**config.mk**
```make
export PLATFORM = sky130hd
export DESIGN_NAME = prog_loader
export DESIGN_NICKNAME = d
export VERILOG_FILES = /design/src/rtl/prog_loader.sv
export SDC_FILE = /design/constraint.sdc
export NUM_CORES = 1
export LEC_CHECK = 0
export BUFFER_PORTS_ARGS = -buffer_cell sky130_fd_sc_hd__buf_2
export CORE_ASPECT_RATIO = 0.9
export CORE_MARGIN = 3
export CORE_UTILIZATION = 45
export DETAILED_ROUTE_END_ITERATION = 8
export PLACE_DENSITY_LB_ADDON = 0.1
export SLEW_MARGIN = 20
export SYNTH_ARGS = -nofsm -noshare
export SYNTH_HDL_FRONTEND = slang
export SYNTH_SLANG_ARGS = --single-unit
```
**constraint.sdc**
```tcl
create_clock -name clk -period 3 [get_ports clk]
set_clock_uncertainty 0.2 [all_clocks]
set_input_delay 0.75 -clock clk [delete_from_list [all_inputs] [get_ports clk]]
set_output_delay 0.75 -clock clk [all_outputs]
set_load 0.02 [all_outputs]
```
**src/rtl/prog_loader.sv**
```systemverilog
// Boot-time program loader: receives length/payload/checksum over valid/ready,
// writes the payload to memory from address 0, then hands the write port to the CPU.
module prog_loader #(
    parameter int n = 8
) (
    input  logic         clk,
    input  logic         reset,
    input  logic [n-1:0] in_data,
    input  logic         in_valid,
    output logic         in_ready,
    input  logic         reload,
    input  logic [n-1:0] cpu_wr_data,
    input  logic [n-1:0] cpu_wr_addr,
    input  logic         cpu_wr_en,
    output logic [n-1:0] mem_wr_data,
    output logic [n-1:0] mem_wr_addr,
    output logic         mem_wr_en,
    output logic         cpu_reset,
    output logic         err,
    output logic         run
);

    typedef enum logic [2:0] {
        ST_LEN,
        ST_LOAD,
        ST_CHK,
        ST_RUN,
        ST_ERR
    } state_t;

    state_t       state;
    logic [n-1:0] addr;
    logic [n-1:0] remaining;
    logic [n-1:0] sum;
    logic         xfer;

    // reload masks the handshake so it always wins over a simultaneous byte
    assign in_ready = ((state == ST_LEN) || (state == ST_LOAD) || (state == ST_CHK)) && !reload;
    assign xfer     = in_valid && in_ready;

    always_ff @(posedge clk) begin
        if (reset || reload) begin
            state     <= ST_LEN;
            cpu_reset <= 1'b1;
            err       <= 1'b0;
            run       <= 1'b0;
            addr      <= '0;
            remaining <= '0;
            sum       <= '0;
        end else begin
            case (state)
                ST_LEN: begin
                    if (xfer) begin
                        remaining <= in_data;
                        addr      <= '0;
                        sum       <= '0;
                        state     <= (in_data != '0) ? ST_LOAD : ST_CHK;
                    end
                end
                ST_LOAD: begin
                    if (xfer) begin
                        sum       <= sum + in_data;
                        addr      <= addr + 1'b1;
                        remaining <= remaining - 1'b1;
                        if (remaining == n'(1)) begin
                            state <= ST_CHK;
                        end
                    end
                end
                ST_CHK: begin
                    if (xfer) begin
                        if (in_data == sum) begin
                            state     <= ST_RUN;
                            cpu_reset <= 1'b0;
                            run       <= 1'b1;
                        end else begin
                            state <= ST_ERR;
                            err   <= 1'b1;
                        end
                    end
                end
                ST_RUN, ST_ERR: begin
                    state <= state;
                end
                default: begin
                    state <= ST_LEN;
                end
            endcase
        end
    end

    always_comb begin
        mem_wr_en   = 1'b0;
        mem_wr_addr = '0;
        mem_wr_data = '0;
        case (state)
            ST_LOAD: begin
                mem_wr_en   = xfer;
                mem_wr_addr = addr;
                mem_wr_data = in_data;
            end
            ST_RUN: begin
                mem_wr_en   = cpu_wr_en;
                mem_wr_addr = cpu_wr_addr;
                mem_wr_data = cpu_wr_data;
            end
            default: begin
                mem_wr_en   = 1'b0;
                mem_wr_addr = '0;
                mem_wr_data = '0;
            end
        endcase
    end

endmodule
```
* After elaboration in Yosys (flattened, before gate mapping)
Index checks and enable logic that the tools add are counted.
** Operators by class
- Bitwise logic cells :: 2
- Equal/unequal tests :: 10
- Reduce and logical (&&, ||, !) cells :: 14
- Add/sub/neg operators :: 3
- Multiplexer cells :: 18
** Operators with widths (count)
- one-hot mux 8 bit (2 select lines) :: 5
- 2-to-1 mux 8 bit :: 5
- 2-to-1 mux 3 bit :: 5
- one-hot mux 3 bit (4 select lines) :: 1
- AND reduction 3 bit :: 3
- adder 8 x 1 -> 8 bit, second input constant :: 1
- adder 8 bit :: 1
- equality test 8 x 1 -> 1 bit, second input constant :: 1
- equality test 8 bit :: 1
- nonzero test 8 bit :: 1
- subtractor 8 x 1 -> 8 bit, second input constant :: 1
- equality test 3 x 2 -> 1 bit, second input constant :: 2
- inequality test 2 bit, second input constant :: 3
- AND reduction 5 bit :: 1
- equality test 3 x 1 -> 1 bit, second input constant :: 1
- equality test 3 bit, second input constant :: 1
- logical NOT 3 bit :: 1
- logical OR 1 bit :: 3
- logical AND 1 bit :: 2
- 2-to-1 mux 2 bit :: 1
- inequality test 2 x 1 -> 1 bit, second input constant :: 1
- inverter 1 bit :: 2
- one-hot mux 1 bit (2 select lines) :: 1
- nonzero test 2 bit :: 1
- other kinds (2) :: 2
** Word-level totals
- Word-level logic and storage cells :: 54
- Output and inout bits :: 21
- Input bits :: 29
- Register bits :: 30

* Longest topological paths before layout
- Word-level depth :: 7
- Depth in mapped cells :: 8
- Mapped depth without buffers :: 8

* Worst setup path after synthesis
No wires, ideal clock.
- Kind :: input to register
- Start point :: in in_data[2]
- End point :: reg cpu_reset
- Stages :: 6
- Data required time :: 2.686 ns
- Slack :: 0.063 ns
- Arrival time :: 2.623 ns
- Path buffers :: 0
- Setup time :: 0.114 ns
- Cell sequence :: ha_1 or4_1 or4_4 nor3b_4 nand2_1 a21o_1
** On the way
- Word-level cells in the longest chain between the ends :: 2
** Ends and longest elaborated chain
- start: declaration :: line 8 : input logic [n-1:0] in_data,
- equality test 8 bit :: line 72 : if (in_data == sum) begin
- AND reduction 3 bit (no source line)
- end signal: assignment :: line 44 : cpu_reset <= 1'b1;
- end signal: assignment :: line 74 : cpu_reset <= 1'b0;
- end: declaration :: line 18 : output logic cpu_reset,
No other way between the ends.
A chain may end at the register's enable or synchronous reset.

* Worst setup path after layout
Ends and elaborated chain as after synthesis.

==> impl_metrics.yaml <==
synthesis:
  synthTopCellsByArea: "dfxtp_1, a22o_1, ha_1"
  yosysWarningCount: 0
  synth_area_leader_cell: "dfxtp_1"
  ys_ff_latch: 30
  synthTopCellsByCount: "dfxtp_1, nor2_1, a21oi_1"
  synth-edff-count: 0
  synth.distinct_cells: 50
  postSynthAreaPerCell_um2: 7.890
  synth-async-reset-ratio_pct: 0
  yosysMostFrequentCell: "dfxtp_1"
  synth_flop_cell: "dfxtp_1"
  syn_inst: 252
  synth_top_cell_area_share_pct: 30.21
  netlist_area_um2: 1988
  synth_seq_area_share_pct: 30.21
  syn_nets: 292
global_routing:
  grt_usage_pct: 22.11
  overflow: 0
  grt_pass1_vias: 2009
  antenna_found_initial: 0
  grt_max_degree: 28
  grt_pass1_wl_mm: 9.528
clocking:
  cts.sinks: 30
  clk_path_buf_depth: 2
  h-tree-depth: 2
  cts_buffers: 5
  ctsResizeCount: 0
  cts_tree: "yes"
  clk_latency_ps: 280
  path_clk_slew_ps: 60
  cts_hold_buf: 0
  cts_post_setup_buffers_inserted: 0
  cts-root-buf: "clkbuf_8"
sta:
  hold_violations: 0
  whs_ps: 257.5
  max-slew-margin-rel_pct: 73.35
  timing.final.crit_share_pct: 94.29
  fin_crit_ps: 2829
  finalMaxSlewViolations: 0
  rsz0062_at_grt: "false"
  finalSetupViolations: 0
  layout_setup_ws_ps: 171.2
  fin_tns_setup_ps: 0
  tightest_slew_ps: 394.3
  fmax_mhz: 353.5
floorplanning:
  initial_core_util_pct: 47.83
  row_count: 22
  die_area_um2: 5253
  core_um2: 4156
  die_y_um: 69.06
  die_x_um: 76.07
  ios: 50
job:
  drv_cap: 0
worst_setup_path:
  r2r_start: "sum[2]"
  worst-endpoint-arrival_ps: 2810
  worstPathMaxFanout: 3
  required_ps: 2980
  rr_worst_depth: 6
  startpoint: "in_data[2]"
  critPathKind: "input port to register"
  rrSetupSlack_ps: 450
  start_kind: "input port"
  end_kind: "register"
cells_and_area:
  drive_gt1_share_pct: 27.30
  nets: 356
  final_util_pct: 60.81
  area_growth_pct: 27.12
  antenna_cells: 0
route:
  first_pass_iters: 4
  viasPerCell: 5.603
  wire_per_inst_um: 15.21
  initialDrtViolationCount: 117
  routed_wl_mm: 5.704
  drtAntennaViolNets: 0
  route.detailed.drc: 0
  vias: 2101
worst_hold_path:
  hold_path.class: "register to register"
  min-delay-start: "cpu_reset"
  whs_path_depth: 1
pwr:
  vdd_drop_max_mv: 0.2048
  total_power_mw: 0.8649
  power_leakage_nw: 1.080
  pwr_density_cell_nw_per_um2: 342.2
place:
  dp_hpwl_mm: 4.248
  numPortBuffers: 49
  place_ws_ps: -131.2
  place.gp.congestion: 0.8583
outcome:
  status: "finished, final reports clean"
-- state kept, by name (all words and copies together) (netlist names) --
| signal | flops |
|---|---|
| state | 3 |
| err | 1 |
| addr | 8 |
| run | 1 |
| cpu_reset | 1 |
| sum | 8 |
| remaining | 8 |
-- critical path, cell delays in order --
cell and delay (ps):
buf_2 110, ha_1 300, or4_1 530, or4_4 590
nor3b_4 250, nand2_1 100, a21o_1 180
-- metrics by stage --
step | instance area [µm²] | instances
floorplan | 1988 | 252
global placement | 2445 | 369
detailed placement | 2445 | 369
CTS | 2527 | 375
global route | 2527 | 375
finish | 2527 | 375
-- power breakdown --
part / internal [mW] / switching, mW / total (mW)
Sequential: 0.403 / 0.00411 / 0.407
Combinational: 0.0591 / 0.0751 / 0.134
Clock: 0.177 / 0.147 / 0.324
Total: 0.639 / 0.226 / 0.865
-- path summary, 6_finish.rpt --
check                   end
setup / recovery  cpu_reset
hold / removal    cpu_reset
setup reg to reg  cpu_reset
hold reg to reg   cpu_reset
-- placed cells by master (no fill, tap or decap), types with 2 or more instances in the layout --
master | Yosys | routed
nor3_1 | 6 | 6
o21bai_1 | 2 | 2
o211ai_1 | 3 | 3
or4_1 | 2 | 2
buf_4 | 0 | 23
and2_1 | 3 | 3
buf_2 | 1 | 49
a31oi_1 | 4 | 4
nor4_1 | 2 | 2
nor2_1 | 24 | 24
nand2_1 | 19 | 19
inv_1 | 7 | 7
a21o_1 | 3 | 3
nand3_1 | 11 | 11
a22oi_1 | 4 | 4
ha_1 | 10 | 10
a21oi_1 | 21 | 21
a211oi_1 | 5 | 5
a22o_1 | 15 | 15
o21ai_0 | 13 | 13
nand3b_1 | 2 | 2
clkbuf_8 | 0 | 6
nor3b_1 | 4 | 3
xor2_1 | 3 | 3
or3_1 | 5 | 5
nand2b_1 | 4 | 4
dfxtp_1 | 30 | 30
nand4_1 | 3 | 3
nor2b_1 | 6 | 6
a311oi_1 | 2 | 2
and3_1 | 3 | 3
-- cell type report --
| type | count | area (µm²) |
|---|---|---|
| Inverter | 7 | 26.28 |
| Timing Repair Buffer | 73 | 437.9 |
| Multi-Input combinational cell | 199 | 1305 |
| Clock buffer | 6 | 82.58 |
| Tap cell | 60 | 75.07 |
| Sequential cell | 30 | 600.6 |
| Fill cell | 391 | 1629 |
-- layer usage --
layer / global-route usage (%) / routed length, µm
met1: 30.81 / 2709
met4: 6.036 / 44
met3: 4.961 / 366
met2: 34.45 / 2584
met5: 0 / 0
-- cell families (layout without fill, tap and decap cells) --
| kind of cell | after synthesis | after routing | share of synthesized area (%) |
|---|---|---|---|
| adder cells (fa/ha/maj) | 11 | 11 | 7.300 |
| multiplexers | 1 | 1 | 0.5035 |
| AND/OR/NAND/NOR | 103 | 103 | 28.82 |
| XOR/XNOR | 3 | 3 | 1.322 |
| buffers and inverters | 23 | 86 | 4.405 |
| flip-flops | 30 | 30 | 30.21 |
| AO/OA/AOI/OAI | 81 | 81 | 27.44 |
Note: power is estimated with default switching activity, not from simulation.
